==> config.mk <==
export PLATFORM = sky130hd
export DESIGN_NAME = digit_scan_ctrl_flat
export DESIGN_NICKNAME = d
export VERILOG_FILES = /design/src/rtl/digit_scan_if.sv /design/src/rtl/digit_scan_ctrl.sv /design/src/flat_wrapper.sv
export SDC_FILE = /design/constraint.sdc
export NUM_CORES = 1
export LEC_CHECK = 0
export ABC_CLOCK_PERIOD_IN_PS = 3200
export BUFFER_PORTS_ARGS = -buffer_cell sky130_fd_sc_hd__buf_2
export CORE_MARGIN = 2
export CORE_UTILIZATION = 35
export DETAILED_ROUTE_END_ITERATION = 8
export SLEW_MARGIN = 20
export SYNTH_ARGS = -nofsm -noshare
export SYNTH_HDL_FRONTEND = slang
export SYNTH_SLANG_ARGS = --single-unit
==> constraint.sdc <==
create_clock -name clk -period 3.2 [get_ports clk]
set_clock_uncertainty 0.1 [all_clocks]
set_input_delay 0.32 -clock clk [delete_from_list [all_inputs] [get_ports clk]]
set_output_delay 0.32 -clock clk [all_outputs]
set_load 0.05 [all_outputs]
==> src/rtl/digit_scan_if.sv <==
// Bus between the scan controller and its user.
//   en          : scan enable (master -> slave)
//   data        : eight display nibbles, digit i = data[4i+3:4i]
//   digit_mask  : per-digit light enable
//   a, cs       : 3-to-8 decoder select / enable (slave -> master)
//   nibble      : value of the selected digit
//   frame_start : one-cycle pulse at the first cycle of slot 0
interface digit_scan_if;
    logic        en;
    logic [31:0] data;
    logic [7:0]  digit_mask;
    logic [2:0]  a;
    logic [2:0]  cs;
    logic [3:0]  nibble;
    logic        frame_start;

    modport master (
        output en, data, digit_mask,
        input  a, cs, nibble, frame_start
    );

    modport slave (
        input  en, data, digit_mask,
        output a, cs, nibble, frame_start
    );
endinterface

==> src/rtl/digit_scan_ctrl.sv <==
// Time-multiplexed scan controller for an 8-digit seven-segment board.
// Steps a digit index every DIV cycles, blanks the decoder for the first
// BLANK cycles of each slot, and latches display data once per frame.
//   clk   : system clock
//   rst_n : asynchronous active-low reset
//   bus   : digit_scan_if slave (en/data/digit_mask in; a/cs/nibble/frame_start out)
// Outputs are decoded from registers only, so asserting rst_n blanks the
// display immediately without waiting for a clock edge.
module digit_scan_ctrl #(
    parameter int unsigned DIV   = 100000,
    parameter int unsigned BLANK = 1000
) (
    input  logic         clk,
    input  logic         rst_n,
    digit_scan_if.slave  bus
);

    localparam int unsigned CW = $clog2(DIV);
    localparam logic [CW-1:0] CNT_LAST = CW'(DIV - 1);

    typedef enum logic {
        S_IDLE = 1'b0,
        S_RUN  = 1'b1
    } state_t;

    state_t        state_q, state_d;
    logic [CW-1:0] cnt_q, cnt_d;
    logic [2:0]    idx_q, idx_d;
    logic [31:0]   shadow_data_q;
    logic [7:0]    shadow_mask_q;
    logic          load;
    logic          running;
    logic          lit;

    // State and shadow registers
    always_ff @(posedge clk or negedge rst_n) begin
        if (!rst_n) begin
            state_q       <= S_IDLE;
            cnt_q         <= '0;
            idx_q         <= '0;
            shadow_data_q <= '0;
            shadow_mask_q <= '0;
        end else begin
            state_q <= state_d;
            cnt_q   <= cnt_d;
            idx_q   <= idx_d;
            if (load) begin
                shadow_data_q <= bus.data;
                shadow_mask_q <= bus.digit_mask;
            end
        end
    end

    // Next-state: stop, start, or advance the slot counter / digit index
    always_comb begin
        state_d = state_q;
        cnt_d   = cnt_q;
        idx_d   = idx_q;
        load    = 1'b0;

        if (!bus.en) begin
            state_d = S_IDLE;
            cnt_d   = '0;
            idx_d   = '0;
        end else begin
            case (state_q)
                S_IDLE: begin
                    state_d = S_RUN;
                    cnt_d   = '0;
                    idx_d   = '0;
                    load    = 1'b1;
                end
                S_RUN: begin
                    if (cnt_q == CNT_LAST) begin
                        cnt_d = '0;
                        idx_d = idx_q + 3'd1;
                        // Reload shadows only on the 7->0 wrap: frame-atomic update
                        load  = (idx_q == 3'd7);
                    end else begin
                        cnt_d = cnt_q + CW'(1);
                    end
                end
                default: begin
                    state_d = S_IDLE;
                    cnt_d   = '0;
                    idx_d   = '0;
                end
            endcase
        end
    end

    // Anti-ghosting window; with BLANK=0 every cycle of the slot is lit
    generate
        if (BLANK == 0) begin : g_no_blank
            assign lit = 1'b1;
        end else begin : g_blank
            assign lit = (cnt_q >= CW'(BLANK));
        end
    endgenerate

    assign running         = (state_q == S_RUN);
    assign bus.a           = idx_q;
    assign bus.nibble      = shadow_data_q[{idx_q, 2'b00} +: 4];
    assign bus.cs          = (running && lit && shadow_mask_q[idx_q]) ? 3'b110 : 3'b000;
    assign bus.frame_start = running && (idx_q == 3'd0) && (cnt_q == '0);

endmodule

==> src/flat_wrapper.sv <==
// flat-port wrapper written by rule: the top's interface ports become plain ports
module digit_scan_ctrl_flat 
#(
    parameter int unsigned DIV   = 100000,
    parameter int unsigned BLANK = 1000
)
  (clk, rst_n, bus_en, bus_data, bus_digit_mask, bus_a, bus_cs, bus_nibble, bus_frame_start);
  digit_scan_if bus_i ();
  input  logic clk;
  input  logic rst_n;
  input wire logic [$bits(bus_i.en)-1:0] bus_en;
  input wire logic [$bits(bus_i.data)-1:0] bus_data;
  input wire logic [$bits(bus_i.digit_mask)-1:0] bus_digit_mask;
  output wire logic [$bits(bus_i.a)-1:0] bus_a;
  output wire logic [$bits(bus_i.cs)-1:0] bus_cs;
  output wire logic [$bits(bus_i.nibble)-1:0] bus_nibble;
  output wire logic [$bits(bus_i.frame_start)-1:0] bus_frame_start;
  assign bus_i.en = bus_en;
  assign bus_i.data = bus_data;
  assign bus_i.digit_mask = bus_digit_mask;
  assign bus_a = bus_i.a;
  assign bus_cs = bus_i.cs;
  assign bus_nibble = bus_i.nibble;
  assign bus_frame_start = bus_i.frame_start;
  digit_scan_ctrl #(.DIV(DIV), .BLANK(BLANK)) u_core (.clk(clk), .rst_n(rst_n), .bus(bus_i));
endmodule
==> results by stage, run 1 <==
Status:
- The flow ran to the end, and the final reports show no timing, DRC or antenna violations.

Final layout:
- The fraction of final layout cells with drive strength greater than 1 is 0.4386.
- The net count of the finished layout is 329.
- The final antenna diode count is 0.
- The library cell used most frequently in the layout, excluding fill and tap cells, is sky130_fd_sc_hd__dfrtp_1.
- The area growth from synthesis to layout is 19.14%.
- In the layout the commonest cells are 61 x sky130_fd_sc_hd__dfrtp_1, 52 x sky130_fd_sc_hd__buf_2, 42 x sky130_fd_sc_hd__mux2_2.
- After filler insertion, the fill cell instance count of the layout stands at ~770.
- The final non-filler cell area is about 0.0035 mm².

Clocking:
- Buffers inserted during clock tree synthesis total 9.
- The tree is rooted in a sky130_fd_sc_hd__clkbuf_8.
- The worst-skew pair later-pin latency is 0.33 ns.
- TritonCTS built the clock tree.
- The maximum number of buffers from clock root to sink is 2.
- In this run the number of H-tree levels came out at 3.
- After clock tree synthesis, the clock-pin slew on the worst setup and hold paths is 0.06 ns.
- The buffer count from post-CTS setup fixing is 0.
- CTS saw 61 sinks.

Critical path:
- The worst setup path is captured at a register.
- The setup slack of the worst register-to-register path is 0.56 ns.
- The critical path in this run is classified as reg2reg.
- Data on the critical path is required at its endpoint by 3.31 ns.
- For the worst flop-to-flop path, the logic depth is 6.
- The data arrival time of the worst path is 2.76 ns.
- Traced cell by cell, the critical path runs through ha_1 -> nand4_1 -> or4_4 -> o22ai_4 -> buf_12 -> mux2_2.
- The cell with the largest stage delay on the worst path is sky130_fd_sc_hd__or4_4.
- The element type at the critical path start is a register.
- The longest individual stage delay on the worst path is 0.68 ns.
- Of all nets on the critical path, the largest fanout is 40.

Logic synthesis:
- The Yosys step of the flow raised 0 warnings.
- Synthesis produced a netlist with a net count of between 200 and 300.
- The async set or reset register ratio after synthesis is 1.000.
- The post-synthesis area per instance is 13.04 µm².
- The number of synthesized flops with an enable pin is 0.
- The instance count of the mapped netlist is ~220.
- The sequential area share after synthesis is 0.5225.
- Summing every instance area after synthesis gives 0.002922 mm².
- The most used flip-flop cell after synthesis is sky130_fd_sc_hd__dfrtp_1.
- In this run, distinct cell masters in the synthesized netlist total 30.
- The synthesized design contains 61 register bits.

Placement:
- Detailed placement finished with a half-perimeter wire length of just over 4 mm.
- In this run the cell area measured after placement is 0.003281 mm².
- The number of buffers added on ports is 52.
- The routability congestion estimate from global placement is between 0.8 and 0.9.

Floorplan:
- The die is approximately 95 µm tall.
- The placeable core area is 0.008134 mm².
- The width of the die is between 90 and 100 µm.
- The initialized floorplan defines 33 standard-cell rows.
- The die covers 0.009094 mm².
- The initial core utilization is 0.3592.
- The count of pins on the block boundary is 54.

Timing:
- The fmax is 378.3 MHz.
- At the pin with the least slew margin, the transition time is around 0.8 ns.
- For the finished layout, the period the worst path requires is 2.643 ns.
- Setup repair after global routing left no endpoint under its margin.
- The hold violation count in the final report is 0.
- The final sum of negative setup slack is 0 ns.
- Setup violations remaining at the end of the flow were counted as 0.
- The number of max-slew violations in the final report is 0.
- The relative slew slack is 0.4621.
- In the finished design, the share of the clock period the worst path needs comes to 0.8261.

Detailed routing:
- The average vias per placed instance is 4.890.
- The post-detailed-route wirelength per cell is between 10 and 15 µm.
- The count of TritonRoute iterations in the first routing pass is 4.
- The initial detailed-routing violation count is 82.
- For this block, the routed nets add up to 5.604 mm of wire.
- For this run, design rule violations remaining after detail routing come to 0.
- The overall via count from detail_route is 1907.
- In this run the remaining antenna-violating nets after routing total 0.

Pwr:
- The total power consumption of the routed design is 1.767 mW.
- The proportion of power drawn by flip-flops and latches is 0.501.
- In this run the power density over the cells is 507.7 mW/mm².
- The peak supply drop is ~0.27 mV.
- For this design the static power due to leakage is 1.466 nW.
- For this design the total switching power over the nets is 423.7 µW.
- Of the total power, combinational logic draws 0.127.
- Of the total power, the share spent switching nets is 0.2398.
- The cell-internal power is around 1.3 mW.
- The share of power burned in the clock network is 0.373.

Worst hold path:
- The worst hold path belongs to the class in2reg.
- Along the worst hold path, the cell count comes to 1.

Global route:
- In the global route stage, overall resource usage came out at 0.1417.
- The number of global-route vias before repair is 2037.
- The first global-routing pass estimated 9.646 mm of wire.
- The initial antenna violation count is 0.
- The total overflow reported by the global router is 0.
- The largest net degree at the start of global routing is 41.

Flow run:
- Across the run, the number of max-cap violations was 0.
flip-flops by register name (all words and copies together) (netlist names):
register	flops
u_core.shadow_mask_q	8
u_core.shadow_data_q	32
u_core.cnt_q	17
u_core.bus.a	3
u_core.running	1
metal layers:
metal | GRT usage | vias up | routed length (µm)
met3 | 0.02213 | 7 | 194
met5 | 0 | - | 0
li1 | - | 912 | -
met1 | 0.1967 | 956 | 2670
met4 | 0.06884 | 0 | 92
met2 | 0.2171 | 32 | 2645
area by class of cell:
| cell class | instances | area, µm² | share of cell area |
|---|---|---|---|
| Clock inverter | 4 | 48.80 | 0.01402 |
| Sequential cell | 61 | 1526 | 0.4385 |
| Inverter | 8 | 30.03 | 0.008627 |
| Timing Repair Buffer | 57 | 312.8 | 0.08986 |
| Clock buffer | 11 | 141.4 | 0.04062 |
| Multi-Input combinational cell | 144 | 1290 | 0.3706 |
| Tap cell | 105 | 131.4 | 0.03774 |
what timing repair did:
| item | in CTS | in global routing |
|---|---|---|
| endpoints found under the hold margin | 25 | 0 |
| hold buffers | 1 | 0 |
| gates resized for setup | 0 | 0 |
cells in the mapped netlist (3+ instances only):
cell / count / area (µm²)
sky130_fd_sc_hd__mux4_2: 10 / 225.2
sky130_fd_sc_hd__buf_6: 4 / 45.04
sky130_fd_sc_hd__nor4_1: 7 / 43.79
sky130_fd_sc_hd__mux2_2: 42 / 473.0
sky130_fd_sc_hd__clkbuf_1: 3 / 11.26
sky130_fd_sc_hd__nor2_1: 21 / 78.83
sky130_fd_sc_hd__nand2_1: 10 / 37.54
sky130_fd_sc_hd__nand3_1: 7 / 35.03
sky130_fd_sc_hd__dfrtp_1: 61 / 1526
sky130_fd_sc_hd__inv_1: 8 / 30.03
sky130_fd_sc_hd__ha_1: 5 / 62.56
sky130_fd_sc_hd__nor3_1: 5 / 25.02
sky130_fd_sc_hd__xnor2_1: 12 / 105.1
sky130_fd_sc_hd__xor2_1: 3 / 26.28
sky130_fd_sc_hd__a21oi_1: 3 / 15.01
sky130_fd_sc_hd__nand4_1: 4 / 25.02
worst paths after layout:
path,startpoint,end
min reg2reg,u_core.shadow_data_q[6],u_core.shadow_data_q[6]
max,u_core.cnt_q[0],u_core.shadow_mask_q[1]
max reg2reg,u_core.cnt_q[0],u_core.shadow_mask_q[1]
max in group asynchronous,rst_n,u_core.cnt_q[14]
min in group asynchronous,rst_n,u_core.shadow_data_q[19]
min,bus_en,u_core.running
stage by stage:
stage               worst slack, ns  cells  hold slack (ns)    util
floorplan                    0.1423    224         -0.07559       -
global placement             0.6015    374           0.3625  0.4033
detailed placement           0.5472    374           0.3597  0.4033
CTS                          0.5438    390          0.06023  0.4279
global route                 0.4095    390          0.06600  0.4279
finish                       0.5566    390          0.07840  0.4279
worst max-delay path: cells and delay by family, from the launching register on:
family / cells / cell delay (ns)
buffers and inverters: 1 / 0.25
multiplexers: 1 / 0.36
adder cells (fa/ha/maj): 1 / 0.22
AO/OA/AOI/OAI: 1 / 0.16
flip-flops: 1 / 0.41
AND/OR/NAND/NOR: 2 / 1.00
power by group through the flow:
stage / combinational [mW] / sequential, mW / clock (mW)
floorplan: 0.163 / 0.886 / 0
global placement: 0.223 / 0.897 / 0
detailed placement: 0.227 / 0.900 / 0
CTS: 0.228 / 0.885 / 0.681
global route: 0.248 / 0.894 / 0.717
finish: 0.224 / 0.885 / 0.658
cells by family (layout without fill, tap and decap cells):
kind of cell,count (synthesis),count (layout),synth area share
and+or+nand+nor,62,62,0.1071
DFF,61,61,0.5225
muxes,54,54,0.2467
buffers and inverters,19,80,0.03768
xor gates and xnor gates,15,15,0.04497
AOI/OAI and AO/OA,7,7,0.01841
adders and majority gates,5,5,0.02141
other,1,1,0.001284
No activity file was read; power rests on OpenSTA's default activity.
==> run 2, diff against run 1 <==
ABC_AREA = 1   (was default)
ABC_CLOCK_PERIOD_IN_PS = 2300   (was 3200)
clock period = 2.3 ns   (was 3.2 ns; I/O delays follow)
==> run 2 against run 1 <==
Die area grew 8.8%. Global-route usage increased by 2.6 points. Critical path depth increased by 2. Total power grew 39%. Via count grew 49%. Sequential power grew 37%. Non-clock buffer count is 5 higher. Critical path type is now reg2out. Critical endpoint is now bus_cs[2].
==> results by stage, run 2 <==
Final layout:
- The final antenna diode count came to 0 (unchanged).
- The fraction of final layout cells with drive strength greater than 1 is 0.1908 (-0.2478).
- In the final layout, the registers with the most flip-flops are u_core.shadow_data_q: 32 flops, u_core.cnt_q: 17 flops, u_core.shadow_mask_q: 8 flops.
- Ranked by flip-flop count, first place goes to u_core.shadow_data_q.
- The top cell types in the final layout, fill and taps aside, are 135 x sky130_fd_sc_hd__nand2_1, 61 x sky130_fd_sc_hd__dfrtp_1, 51 x sky130_fd_sc_hd__nor2_1, 51 x sky130_fd_sc_hd__nand3_1, 50 x sky130_fd_sc_hd__buf_2.
- The core utilization of the finished layout is 0.4296 (+0.001678).
- The filler cell count is 924 (+20%).
- The area used by sequential logic in the layout is 0.001526 mm² (unchanged).
- The number of standard cells in the layout, taps in and fillers out is 585 (+50%).
- The library cell used most frequently in the layout, excluding fill and tap cells, is sky130_fd_sc_hd__nand2_1.
- From synthesis to final layout, the design area changed by 17.95%.
- The number of flip-flops in the largest register is 32 (unchanged).
- The final non-filler cell area is 0.003765 mm² (+8.2%).
- The total number of nets in the final design is 520 (+58%).
- The area used by multi-input combinational logic came to 0.001448 mm² (+12%).

Placement:
- The detailed placer's ending HPWL is 5.374 mm (+32%).
- The routability congestion estimate from global placement is 0.8120 (+0.38%).
- The post-detailed-placement cell area is 0.003528 mm² (+7.6%).
- The total placed cells including tap cells is 565 (+51%).
- The number of buffers added on ports is 52 (unchanged).

Detailed routing:
- The initial detailed-routing violation count is 126 (+54%).
- The count of unresolved DRC violations after routing came to 0 (unchanged).
- The wire length after detailed routing is 7.805 mm (+39%).
- The overall via count from detail_route is 2842 (+49%).
- The count of TritonRoute iterations in the first routing pass is 5 (+1).
- The number of routed nets with antenna violations is 0 (unchanged).
- The post-detailed-route wirelength per cell came to 13.34 µm (-7.1%).
- The average vias per placed instance is 4.858 (-0.65%).

Clocking:
- The H-tree depth was 3 (unchanged).
- The CTS tree is built.
- The number of sinks on the clock net is 61 (unchanged).
- The CTS clock-pin slew for the worst setup and hold paths is 0.07 ns (about the same).
- The tree is rooted in a sky130_fd_sc_hd__clkbuf_8.
- The worst-skew pair later-pin latency is 0.34 ns (about the same).
- The maximum number of buffers from clock root to sink is 2 (unchanged).
- The CTS buffer count is 9 (unchanged).

Floorplan:
- The area enclosed by the die boundary is 0.009899 mm² (+8.8%).
- The placeable core area was 0.008763 mm² (+7.7%).
- The height of the die is 99.50 µm (+4.3%).
- The initial core utilization is 0.3642 (+0.005045).
- The count of pins on the block boundary is 54 (unchanged).
- The width of the die is 99.50 µm (+4.3%).
- The cell row count is 34 (+3.0%).

Timing:
- The number of max-slew violations in the final report is 0 (unchanged).
- The final sum of negative setup slack is 0 ns (unchanged).
- The final setup violation count was 0 (unchanged).
- The hold violation count in the final report is 0 (unchanged).
- Setup repair after global routing left no endpoint under its margin.
- In the finished design, the share of the clock period the worst path needs comes to 0.9335.
- Static timing analysis puts the maximum clock frequency at 465.8 MHz.
- The time the worst path needs with I/O delays and setup is between 2 and 2.5 ns.

Logic synthesis:
- Yosys attributes the largest share of cell area to sky130_fd_sc_hd__dfrtp_1 48%, sky130_fd_sc_hd__nand2_1 16%, sky130_fd_sc_hd__nand3_1 8.0%.
- The post-synthesis area per instance is 7.581 µm² (-42%).
- The proportion of netlist area held by the largest area contributor was 0.4782 (-0.04424).
- The number of synthesized flops with an enable pin is 0 (unchanged).
- For this run, the leading register cell type out of synthesis is sky130_fd_sc_hd__dfrtp_1.
- The number of distinct library cells after synthesis is 29 (-3.3%).
- The sequential area share after synthesis is 0.4782 (-0.04424).
- The count of yosys warnings during synthesis is 0 (unchanged).
- Sorting the synthesized cells by how often they occur yields 135 x sky130_fd_sc_hd__nand2_1, 61 x sky130_fd_sc_hd__dfrtp_1, 51 x sky130_fd_sc_hd__nand3_1, 51 x sky130_fd_sc_hd__nor2_1, 24 x sky130_fd_sc_hd__inv_1.
- The async set or reset register ratio after synthesis is 1.000 (unchanged).
- The instance count of the mapped netlist is 421 (+88%).
- The synthesized netlist net count is 469 (+72%).
- The count of state elements after synthesis is 61 (unchanged).
- The most common cell in the netlist is sky130_fd_sc_hd__nand2_1.
- The dominant cell type by area after synthesis is sky130_fd_sc_hd__dfrtp_1.
- The netlist area before placement is 0.003192 mm² (+9.3%).

Critical path:
- Among the stages of the critical path, the cell type that occurs most often is sky130_fd_sc_hd__nand2_1.
- The element type at the critical path start is a register.
- The maximum fanout count along the critical path was 21 (-48%).
- The cell with the largest stage delay on the worst path is sky130_fd_sc_hd__dfrtp_1.
- The worst endpoint required time came to 1.97 ns (-1.34 ns).
- Walking the worst path, the cells encountered are buf_6 -> nand2_1 -> nand3_1 -> nand2_1 -> nand2_1 -> nand3_1 -> a21oi_4 -> buf_2.
- The kind of end point of the critical path is an output pin.
- The worst setup path is of the reg2out kind.
- The data arrival time of the worst path came to 1.82 ns (-0.94 ns).
- The setup slack of the worst register-to-register path came to 0.39 ns (-0.17 ns).
- The longest individual stage delay on the worst path is 0.41 ns (-0.27 ns).

Worst hold path:
- The worst min-delay path category is in2reg.

Global route:
- The combined global-route utilization of all metal layers came to 0.1682 (+0.02648).
- The initial antenna violation count is 0 (unchanged).
- The largest net degree at the start of global routing is 62 (+51%).
- The total overflow reported by the global router is 0 (unchanged).
- The number of global-route vias before repair is 2756 (+35%).
- The first-pass GRT wire length was 13.32 mm (+38%).

Status:
- The run finished with clean final reports.

Pwr:
- The peak supply drop was 0.3364 mV (+23%).
- The reported leakage power is 1.907 nW (+30%).
- The power density over cell area is 650.2 mW/mm² (+28%).

Flow run:
- The number of maximum-capacitance constraint violations is 0 (unchanged).
==> run 2: timing repair <==
| action | 4_1_cts | 5_1_grt |
|---|---|---|
| resized for setup | 1 | 4 |
| hold endpoints to repair | 61 | 0 |
| setup buffers | 0 | 3 |
| endpoints found under the setup margin | 1 | 4 |
| hold buffers | 1 | 0 |
==> run 2: critical path: cells and delay by family (launching register included) <==
family                 cells  cell delay (ns)
DFF                        1             0.41
buffers and inverters      2             0.50
and+or+nand+nor            5             0.40
AOI/OAI and AO/OA          1             0.16
==> run 2: layout make-up <==
cell class	count	area share
Clock buffer	10	0.03390
Inverter	27	0.02792
Tap cell	108	0.03589
Clock inverter	6	0.01695
Sequential cell	61	0.4054
Multi-Input combinational cell	311	0.3845
Timing Repair Buffer	62	0.09538
==> run 2: stage by stage <==
stage / setup WS [ns] / power [mW] / hold slack (ns)
finish: 0.1530 / 2.448 / 0.01383
floorplan: -0.01455 / 1.423 / -0.1656
CTS: 0.04133 / 2.479 / 0.0004891
detailed placement: 0.3720 / 1.532 / 0.1666
global placement: 0.4082 / 1.525 / 0.1654
global route: 0.001942 / 2.568 / 0.008264
==> run 2: cell families after synthesis <==
family,synth area share
buffers and inverters,0.07644
XOR/XNOR,0.005489
other,0.001175
AO/OA/AOI/OAI,0.06665
adder cells (fa/ha/maj),0.01960
AND/OR/NAND/NOR,0.3524
flip-flops,0.4782
==> run 2: per-layer routing <==
layer | vias up | global-route usage | share of wire
li1 | 1450 | - | -
met1 | 1309 | 0.2323 | 0.48
met2 | 78 | 0.2666 | 0.46
met3 | 5 | 0.04638 | 0.052
met4 | 0 | 0.03583 | 0.0068
met5 | - | 0 | 0
==> run 2: path summary, 6_finish.rpt <==
kind	cells past startpoint	endpoint	startpoint
worst max-delay path	8	bus_cs[2]	u_core.bus.a[0]
worst min-delay path	3	u_core.shadow_data_q[6]	bus_data[6]
worst max register to register	10	u_core.shadow_mask_q[1]	u_core.cnt_q[0]
worst min register to register	2	u_core.shadow_data_q[26]	u_core.shadow_data_q[26]
max in group asynchronous	3	u_core.running	rst_n
min in group asynchronous	3	u_core.cnt_q[8]	rst_n
==> run 2: power breakdown <==
group          internal (mW)  total, mW  switching (mW)  leakage, nW
clock                  0.498      0.939           0.441       0.0923
sequential              1.16       1.21          0.0509        0.785
combinational          0.104      0.295           0.191         1.03
